--- src/rtl/crypto_stub_pkg.sv ---
// Shared constants, register offsets, FSM encoding and keyvault port types for the crypto AHB stub.
package crypto_stub_pkg;

  localparam logic [11:0] ADDR_NAME0    = 12'h000;
  localparam logic [11:0] ADDR_NAME1    = 12'h004;
  localparam logic [11:0] ADDR_VERSION0 = 12'h008;
  localparam logic [11:0] ADDR_VERSION1 = 12'h00C;
  localparam logic [11:0] ADDR_CTRL     = 12'h010;
  localparam logic [11:0] ADDR_STATUS   = 12'h018;
  localparam logic [11:0] ADDR_INTR_STS = 12'h01C;
  localparam logic [11:0] ADDR_INTR_EN  = 12'h020;
  localparam logic [11:0] ADDR_SCRATCH  = 12'h100;

  localparam logic [31:0] NAME0_VAL    = 32'h5354_5542;
  localparam logic [31:0] NAME1_VAL    = 32'h4352_5950;
  localparam logic [31:0] VERSION0_VAL = 32'h0000_0001;
  localparam logic [31:0] VERSION1_VAL = 32'h0000_0000;

  localparam int STATUS_READY_BIT = 0;
  localparam int STATUS_VALID_BIT = 1;
  localparam int INTR_NOTIF_BIT   = 0;
  localparam int INTR_ERROR_BIT   = 1;
  localparam int CTRL_ZEROIZE_BIT = 2;

  typedef enum logic {
    ST_IDLE = 1'b0,
    ST_BUSY = 1'b1
  } stub_state_e;

  typedef struct packed {
    logic       read_entry_en;
    logic [4:0] read_entry;
    logic [3:0] read_offset;
  } kv_read_t;

  typedef struct packed {
    logic        error;
    logic        last;
    logic [31:0] read_data;
  } kv_rd_resp_t;

  typedef struct packed {
    logic        write_en;
    logic [4:0]  write_entry;
    logic [3:0]  write_offset;
    logic [31:0] write_data;
    logic [5:0]  write_dest_valid;
  } kv_write_t;

  typedef struct packed {
    logic error;
  } kv_wr_resp_t;

  typedef struct packed {
    logic [383:0] pcr_hash;
    logic [383:0] pcr_signing_privkey;
  } pcr_signing_t;

endpackage

--- src/rtl/crypto_stub_ahb_sif.sv ---
// AHB-lite slave front end: captures the address phase, checks size/alignment and
// sequences the two-cycle ERROR response around a simple req/we/addr/wdata/rdata/err port.
module crypto_stub_ahb_sif #(
  parameter int AHB_ADDR_WIDTH = 32,
  parameter int AHB_DATA_WIDTH = 32
) (
  input  logic                      clk,
  input  logic                      reset_n,
  input  logic [AHB_ADDR_WIDTH-1:0] haddr_i,
  input  logic [AHB_DATA_WIDTH-1:0] hwdata_i,
  input  logic                      hsel_i,
  input  logic                      hwrite_i,
  input  logic                      hready_i,
  input  logic [1:0]                htrans_i,
  input  logic [2:0]                hsize_i,
  output logic                      hresp_o,
  output logic                      hreadyout_o,
  output logic [AHB_DATA_WIDTH-1:0] hrdata_o,
  output logic                      req_o,
  output logic                      we_o,
  output logic [11:0]               addr_o,
  output logic [31:0]               wdata_o,
  input  logic [31:0]               rdata_i,
  input  logic                      err_i
);

  logic        accept;
  logic        dph_vld_q;
  logic        dph_we_q;
  logic        dph_fmt_ok_q;
  logic [11:0] dph_addr_q;
  logic        err2_q;
  logic        dph_err;
  logic        unused_sif;

  assign accept = hsel_i & hready_i & htrans_i[1];

  always_ff @(posedge clk or negedge reset_n) begin
    if (!reset_n) begin
      dph_vld_q    <= 1'b0;
      dph_we_q     <= 1'b0;
      dph_fmt_ok_q <= 1'b0;
      dph_addr_q   <= '0;
      err2_q       <= 1'b0;
    end else begin
      dph_vld_q <= accept;
      if (accept) begin
        dph_we_q     <= hwrite_i;
        dph_addr_q   <= haddr_i[11:0];
        dph_fmt_ok_q <= (hsize_i == 3'b010) && (haddr_i[1:0] == 2'b00);
      end
      err2_q <= dph_err;
    end
  end

  // A bad size/alignment never reaches the register logic, so it cannot have side effects.
  assign dph_err     = dph_vld_q & (~dph_fmt_ok_q | err_i);
  assign req_o       = dph_vld_q & dph_fmt_ok_q;
  assign we_o        = dph_we_q;
  assign addr_o      = dph_addr_q;
  assign wdata_o     = hwdata_i[31:0];
  assign hreadyout_o = ~dph_err;
  assign hresp_o     = dph_err | err2_q;
  assign hrdata_o    = (req_o & ~dph_we_q & ~err_i) ? rdata_i : '0;

  assign unused_sif = ^{haddr_i, htrans_i[0]};

endmodule

--- src/rtl/crypto_ahb_stub.sv ---
// Crypto engine stand-in: register map, busy/ready command model, scratch array, interrupts.
// CRYPTO_STUB_BUSY_MODEL_EN enables the BUSY_CYCLES latency counter; otherwise BUSY lasts one clock.
module crypto_ahb_stub
  import crypto_stub_pkg::*;
#(
  parameter int AHB_ADDR_WIDTH = 32,
  parameter int AHB_DATA_WIDTH = 32,
  parameter int NUM_REGS       = 64,
  parameter int BUSY_CYCLES    = 16,
  parameter int NUM_KV_RD      = 2
) (
  input  logic                          clk,
  input  logic                          reset_n,
  input  logic                          cptra_pwrgood,
  input  logic [AHB_ADDR_WIDTH-1:0]     haddr_i,
  input  logic [AHB_DATA_WIDTH-1:0]     hwdata_i,
  input  logic                          hsel_i,
  input  logic                          hwrite_i,
  input  logic                          hready_i,
  input  logic [1:0]                    htrans_i,
  input  logic [2:0]                    hsize_i,
  output logic                          hresp_o,
  output logic                          hreadyout_o,
  output logic [AHB_DATA_WIDTH-1:0]     hrdata_o,
  output kv_read_t [NUM_KV_RD-1:0]      kv_read,
  output kv_write_t                     kv_write,
  input  kv_rd_resp_t [NUM_KV_RD-1:0]   kv_rd_resp,
  input  kv_wr_resp_t                   kv_wr_resp,
  input  pcr_signing_t                  pcr_signing_data,
  output logic                          error_intr,
  output logic                          notif_intr,
  input  logic                          debugUnlock_or_scan_mode_switch
);

  localparam int IDX_W = (NUM_REGS > 1) ? $clog2(NUM_REGS) : 1;

  if (AHB_DATA_WIDTH != 32) begin : g_bad_data_width
    $error("crypto_ahb_stub: AHB_DATA_WIDTH must be 32");
  end
  if (NUM_REGS < 1 || NUM_REGS > 256 || (NUM_REGS & (NUM_REGS - 1)) != 0) begin : g_bad_num_regs
    $error("crypto_ahb_stub: NUM_REGS must be a power of 2 in 1..256");
  end
  if (BUSY_CYCLES < 1) begin : g_bad_busy_cycles
    $error("crypto_ahb_stub: BUSY_CYCLES must be >= 1");
  end

  logic              req, we, reg_err;
  logic [11:0]       addr, scr_off;
  logic [31:0]       wdata, rdata;
  logic              scr_hit, wr, scr_wr, ctrl_wr, zeroize, start, busy_done;
  logic [IDX_W-1:0]  scr_idx;
  logic [1:0]        set_mask, w1c_mask;
  stub_state_e       state_q, state_d;
  logic              valid_q, valid_d;
  logic [1:0]        sts_q, sts_d, en_q, en_d;
  logic              notif_intr_q, error_intr_q;
  logic [31:0]       scratch_q [NUM_REGS];
  logic              unused_inputs;

  crypto_stub_ahb_sif #(
    .AHB_ADDR_WIDTH (AHB_ADDR_WIDTH),
    .AHB_DATA_WIDTH (AHB_DATA_WIDTH)
  ) u_sif (
    .clk         (clk),
    .reset_n     (reset_n),
    .haddr_i     (haddr_i),
    .hwdata_i    (hwdata_i),
    .hsel_i      (hsel_i),
    .hwrite_i    (hwrite_i),
    .hready_i    (hready_i),
    .htrans_i    (htrans_i),
    .hsize_i     (hsize_i),
    .hresp_o     (hresp_o),
    .hreadyout_o (hreadyout_o),
    .hrdata_o    (hrdata_o),
    .req_o       (req),
    .we_o        (we),
    .addr_o      (addr),
    .wdata_o     (wdata),
    .rdata_i     (rdata),
    .err_i       (reg_err)
  );

  assign scr_off = addr - ADDR_SCRATCH;
  assign scr_hit = (addr >= ADDR_SCRATCH) && (scr_off < 12'(4 * NUM_REGS));
  assign scr_idx = scr_off[IDX_W+1:2];

  always_comb begin
    rdata   = '0;
    reg_err = 1'b0;
    case (addr)
      ADDR_NAME0:    begin rdata = NAME0_VAL;    reg_err = we; end
      ADDR_NAME1:    begin rdata = NAME1_VAL;    reg_err = we; end
      ADDR_VERSION0: begin rdata = VERSION0_VAL; reg_err = we; end
      ADDR_VERSION1: begin rdata = VERSION1_VAL; reg_err = we; end
      ADDR_CTRL:     rdata = '0;
      ADDR_STATUS: begin
        rdata[STATUS_READY_BIT] = (state_q == ST_IDLE);
        rdata[STATUS_VALID_BIT] = valid_q;
        reg_err                 = we;
      end
      ADDR_INTR_STS: rdata[1:0] = sts_q;
      ADDR_INTR_EN:  rdata[1:0] = en_q;
      default: begin
        if (scr_hit) rdata = scratch_q[scr_idx];
        else         reg_err = 1'b1;
      end
    endcase
  end

  assign wr       = req & we & ~reg_err;
  assign scr_wr   = wr & scr_hit;
  assign ctrl_wr  = wr & (addr == ADDR_CTRL);
  // Zeroize takes priority over a command and over a completing BUSY.
  assign zeroize  = (ctrl_wr & wdata[CTRL_ZEROIZE_BIT]) | debugUnlock_or_scan_mode_switch;
  assign start    = ctrl_wr & (wdata[1:0] != 2'b00) & ~zeroize;
  assign w1c_mask = (wr && addr == ADDR_INTR_STS) ? wdata[1:0] : 2'b00;

`ifdef CRYPTO_STUB_BUSY_MODEL_EN
  localparam int CNT_W = (BUSY_CYCLES > 1) ? $clog2(BUSY_CYCLES) : 1;
  logic [CNT_W-1:0] cnt_q, cnt_d;

  always_comb begin
    cnt_d = cnt_q;
    if (zeroize)                                     cnt_d = '0;
    else if (state_q == ST_IDLE && start)            cnt_d = CNT_W'(BUSY_CYCLES - 1);
    else if (state_q == ST_BUSY && cnt_q != '0)      cnt_d = cnt_q - 1'b1;
  end

  always_ff @(posedge clk or negedge reset_n) begin
    if (!reset_n) cnt_q <= '0;
    else          cnt_q <= cnt_d;
  end

  assign busy_done = (cnt_q == '0);
`else
  assign busy_done = 1'b1;
`endif

  always_comb begin
    state_d  = state_q;
    valid_d  = valid_q;
    set_mask = 2'b00;
    if (zeroize) begin
      state_d = ST_IDLE;
      valid_d = 1'b0;
    end else begin
      case (state_q)
        ST_IDLE: begin
          if (start) begin
            state_d = ST_BUSY;
            valid_d = 1'b0;
          end
        end
        ST_BUSY: begin
          if (start) set_mask[INTR_ERROR_BIT] = 1'b1;
          if (busy_done) begin
            state_d                     = ST_IDLE;
            valid_d                     = 1'b1;
            set_mask[INTR_NOTIF_BIT]    = 1'b1;
          end
        end
        default: state_d = ST_IDLE;
      endcase
    end
  end

  // Hardware set beats a same-cycle W1C.
  assign sts_d = (sts_q & ~w1c_mask) | set_mask;
  assign en_d  = (wr && addr == ADDR_INTR_EN) ? wdata[1:0] : en_q;

  always_ff @(posedge clk or negedge reset_n) begin
    if (!reset_n) begin
      state_q      <= ST_IDLE;
      valid_q      <= 1'b0;
      sts_q        <= 2'b00;
      en_q         <= 2'b00;
      notif_intr_q <= 1'b0;
      error_intr_q <= 1'b0;
    end else begin
      state_q      <= state_d;
      valid_q      <= valid_d;
      sts_q        <= sts_d;
      en_q         <= en_d;
      notif_intr_q <= sts_q[INTR_NOTIF_BIT] & en_q[INTR_NOTIF_BIT];
      error_intr_q <= sts_q[INTR_ERROR_BIT] & en_q[INTR_ERROR_BIT];
    end
  end

  for (genvar gi = 0; gi < NUM_REGS; gi++) begin : g_scratch
    always_ff @(posedge clk or negedge reset_n) begin
      if (!reset_n)                                  scratch_q[gi] <= '0;
      else if (zeroize)                              scratch_q[gi] <= '0;
      else if (scr_wr && scr_idx == IDX_W'(gi))      scratch_q[gi] <= wdata;
    end
  end

  assign notif_intr = notif_intr_q;
  assign error_intr = error_intr_q;
  assign kv_read    = '0;
  assign kv_write   = '0;

  assign unused_inputs = ^{cptra_pwrgood, kv_rd_resp, kv_wr_resp, pcr_signing_data};

endmodule
--- config.mk ---
export PLATFORM = sky130hd
export DESIGN_NAME = crypto_ahb_stub
export DESIGN_NICKNAME = d
export VERILOG_FILES = /design/src/rtl/crypto_stub_pkg.sv /design/src/rtl/crypto_stub_ahb_sif.sv /design/src/rtl/crypto_ahb_stub.sv
export SDC_FILE = /design/constraint.sdc
export NUM_CORES = 2
export LEC_CHECK = 0
export CORE_MARGIN = 8
export CORE_UTILIZATION = 50
export CTS_CLUSTER_DIAMETER = 80
export CTS_CLUSTER_SIZE = 25
export DETAILED_ROUTE_END_ITERATION = 10
export GPL_TIMING_DRIVEN = 1
export PLACE_DENSITY = 0.68
export SLEW_MARGIN = 20
export SYNTH_ARGS = -nofsm -noshare
export SYNTH_HDL_FRONTEND = slang
export SYNTH_HIERARCHICAL = 1
export SYNTH_SLANG_ARGS = --single-unit
--- constraint.sdc ---
create_clock -name clk -period 4 [get_ports clk]
set_clock_uncertainty 0.15 [all_clocks]
set_input_delay 0.6 -clock clk [delete_from_list [all_inputs] [get_ports clk]]
set_output_delay 0.6 -clock clk [all_outputs]
set_load 0.02 [all_outputs]
==> flow_summary_export.csv <==
group,metric,value,unit
logic_synthesis,synth_xor_area_share,0,%
setup_path,crit_arrival,4.06,ns
final_layout,final_common_cell,"nand2_1",
cts,cts_buffers,107,
route,wirelength,372.8,mm
logic_synthesis,yosys.area_share.simple,17.23,%
power,p_leak,45.48,nW
sta,fin_crit,4.806,ns
route,vias,85569,
route,drtAntennaViolNets,0,
place,pre_cts_slack,-0.5798,ns
final_layout,syn_to_final_growth,12.32,%
floorplan,ios,1017,
status,violations,"setup timing",
logic_synthesis,async_flop_share,100.0,%
logic_synthesis,synthCells,10715,
sta,setup_slack,-0.8058,ns
sta,setup_viol,32,
logic_synthesis,synth_ff_type,"dfrtp_1",
logic_synthesis,synth_area,100100,um^2
logic_synthesis,synth_compound_area_share,12.04,%
global_route,overflow,0,
setup_path,crit_required,3.25,ns
floorplan,dieWidth,463.5,um
power,power_density,375.0,nW/um^2
setup_path,path_class,"reg2out",
global_route,grt_use_total,33.54,%
route,drt_iter0_drc,12736,
floorplan,rows,164,
cts,cts.clk_slew.worst_paths,0.10,ns
sta,final_max_slew_viol_count,0,
sta,hold_viol_final,0,
route,wl_per_cell,27.91,um
sta,fmax,0.2081,GHz
final_layout,drive_gt1_share,17.16,%
logic_synthesis,postSynthAreaPerCell,9.343,um^2
logic_synthesis,synth_top_family_by_area,"simple AND/OR/NAND/NOR gates",
setup_path,worst_setup_path_start_kind,"flip-flop",
global_route,grt_pass1_vias,84966,
logic_synthesis,yosys_register_bits,2072,
power,p_sw_share,29.50,%
power,p_int,29.73,mW
cts,clockBufferDepth,3,
power,seqPwrFrac,49.8,%
cts,cts_tree,"yes",
logic_synthesis,yosysSeqAreaShare,51.79,%
place,portBuffers,89,
sta,slew_headroom,20.84,%
floorplan,initial_core_util,50.19,%
status,status,"finished, violations left",
place,placed_area,105100,um^2
setup_path,cp_max_fo,6,
final_layout,final_core_util,56.38,%
sta,grt_setup_unrepaired,"true",
global_route,grt_first_pass_wirelength,549.1,mm
route,firstDrtPassIters,9,
power,p_switching,12.44,mW
sta,fin_crit_sh,120.1,%
run,cap_viol_max_count,0,
global_route,grt_max_degree,155,
cts,h-tree-depth,3,
final_layout,mostFrequentLayoutCells,"4203 x nand2_1, 2085 x a21oi_1, 2067 x dfrtp_1",
cts,clk_latency,0.84,ns
floorplan,die_y,463.5,um
cts,cts_sinks,2072,
logic_synthesis,synth_adder_area_share,0,%
final_layout,fin_cells,13357,
logic_synthesis,synth.distinct_cells,64,
floorplan,dieArea,214800,um^2
logic_synthesis,synth_mux_area_share,13.48,%
final_layout,design_area,112400,um^2
place,dp_hpwl,216.3,mm
sta,tightest_slew,1.187,ns
power,total_power,42.17,mW
power,power_frac_comb,19.0,%
place,gp_congestion,0.9979,
logic_synthesis,synth-edff-count,0,
route,viasPerCell,6.406,
final_layout,nets,11540,
setup_path,critPathCaptureType,"primary output",
global_route,antenna_found_initial,15,
logic_synthesis,synth_warnings,6,
min_path,hold_path_class,"in2reg",
power,ir_drop,0.3553,mV
place,dpl.cell_count,13003,
route,route.detailed.drc,0,
cts,root_buffer,"clkbuf_16",
floorplan,core,199500,um^2
power,power_frac_clock,31.2,%
==> logic make-up after synthesis <==
logic type      count (synthesis)
simple gates                 4452
flops                        2072
mux                           727
other cells                     1
buf+inv                      1147
compound gates               2316
==> sequential cells by signal (all words and copies together), names as in the netlist, 2 cells and up <==
name / flops
scratch_q: 2048
en_q: 2
sts_q: 2
u_sif/addr_o: 12
==> worst max-delay path, stage by stage (launching register included) <==
cell	delay (ns)
dfrtp_4	0.52
buf_12	0.21
buf_16	0.16
buf_4	0.15
mux4_2	0.50
mux4_2	0.56
mux2_4	0.33
o22ai_1	0.19
buf_4	0.21
nor2_1	0.05
and2_1	0.15
buf_2	0.16
==> final cells by class <==
class                           count  area [um^2]
Antenna cell                        7        17.52
Inverter                            2        7.507
Fill cell                       17117        87000
Timing Repair Buffer              881         9330
Clock inverter                     53        616.8
Tap cell                         2656         3323
Multi-Input combinational cell   7563        44410
Sequential cell                  2072        51870
Clock buffer                      123         2872
==> final timing paths <==
path	from	to	slack, ns	cells after the start
worst min-delay path	hwdata_i[11]	scratch_q[427]	0.12	3
worst max-delay path	u_sif/addr_o[2]	hrdata_o[29]	-0.81	11
max in group asynchronous	reset_n	scratch_q[15]	2.08	3
worst min register to register	scratch_q[1726]	scratch_q[1726]	0.37	2
min in group asynchronous	reset_n	scratch_q[657]	0.33	2
worst max register to register	u_sif/addr_o[6]	scratch_q[439]	0.30	9
==> through the flow <==
stage               hold slack [ns]  setup TNS (ns)
floorplan                    0.1544               0
global placement             0.3316          -6.213
detailed placement           0.3411          -6.296
CTS                         0.09071          -19.82
global route                 0.1148          -20.77
finish                       0.1223          -20.10
==> power groups by stage <==
stage	sequential (mW)	combinational (mW)	clock [mW]
after floorplan	21.4	3.29	0
after global placement	21.4	6.23	0
after detailed placement	21.4	6.27	0
after CTS	21.0	7.56	13.2
after global routing	21.0	8.18	13.9
final	21.0	8.01	13.1
==> synth_stat cells (3+ instances only) <==
cell type  count  area share, %
nor2b_1        7          0.044
nor2_2        26           0.16
a221o_1        5          0.050
o22ai_1       21           0.13
buf_4        137            1.0
mux4_2       491             11
or3_1          3          0.019
a221oi_1       7          0.061
a211oi_1       8          0.060
o211ai_1      13          0.097
a31oi_1        5          0.031
nor3_2        18           0.18
nand3_1       32           0.16
buf_1         39           0.15
a21oi_1     2107             11
mux2i_1      198            2.0
o2111ai_1      6          0.052
a21o_1         3          0.022
o221ai_1      41           0.36
nand2b_1      11          0.069
clkbuf_1     513            1.9
nor3_1        14          0.070
and2_1        41           0.26
buf_6         12           0.13
dfrtp_1     2072             52
o21ai_0       50           0.25
buf_2        441            2.2
a22o_1         5          0.044
nand2_1     4211             16
o41ai_1        3          0.026
clkbuf_2       3          0.015
mux2_4         8           0.12
a22oi_1       31           0.23
nand2_2        4          0.025
mux2_2        30           0.34
nor2_1        60           0.22
==> timing repair <==
item / 4_1_cts / 5_1_grt
endpoints found under the hold margin: 57 / 0
buffers inserted: 134 / 40
gates cloned: 15 / 1
resized for setup: 456 / 135
hold buffers: 1 / 0
pin swaps: 67 / 70
setup endpoints to repair: 34 / 34
==> layer usage <==
metal,vias up,track usage (%),share of wire (%)
met3,1392,9.543,13
met5,-,0,0.026
met4,16,22.80,8.2
li1,35401,-,-
met1,42902,42.85,35
met2,5858,49.72,44
No activity file was read; power rests on OpenSTA's default activity.
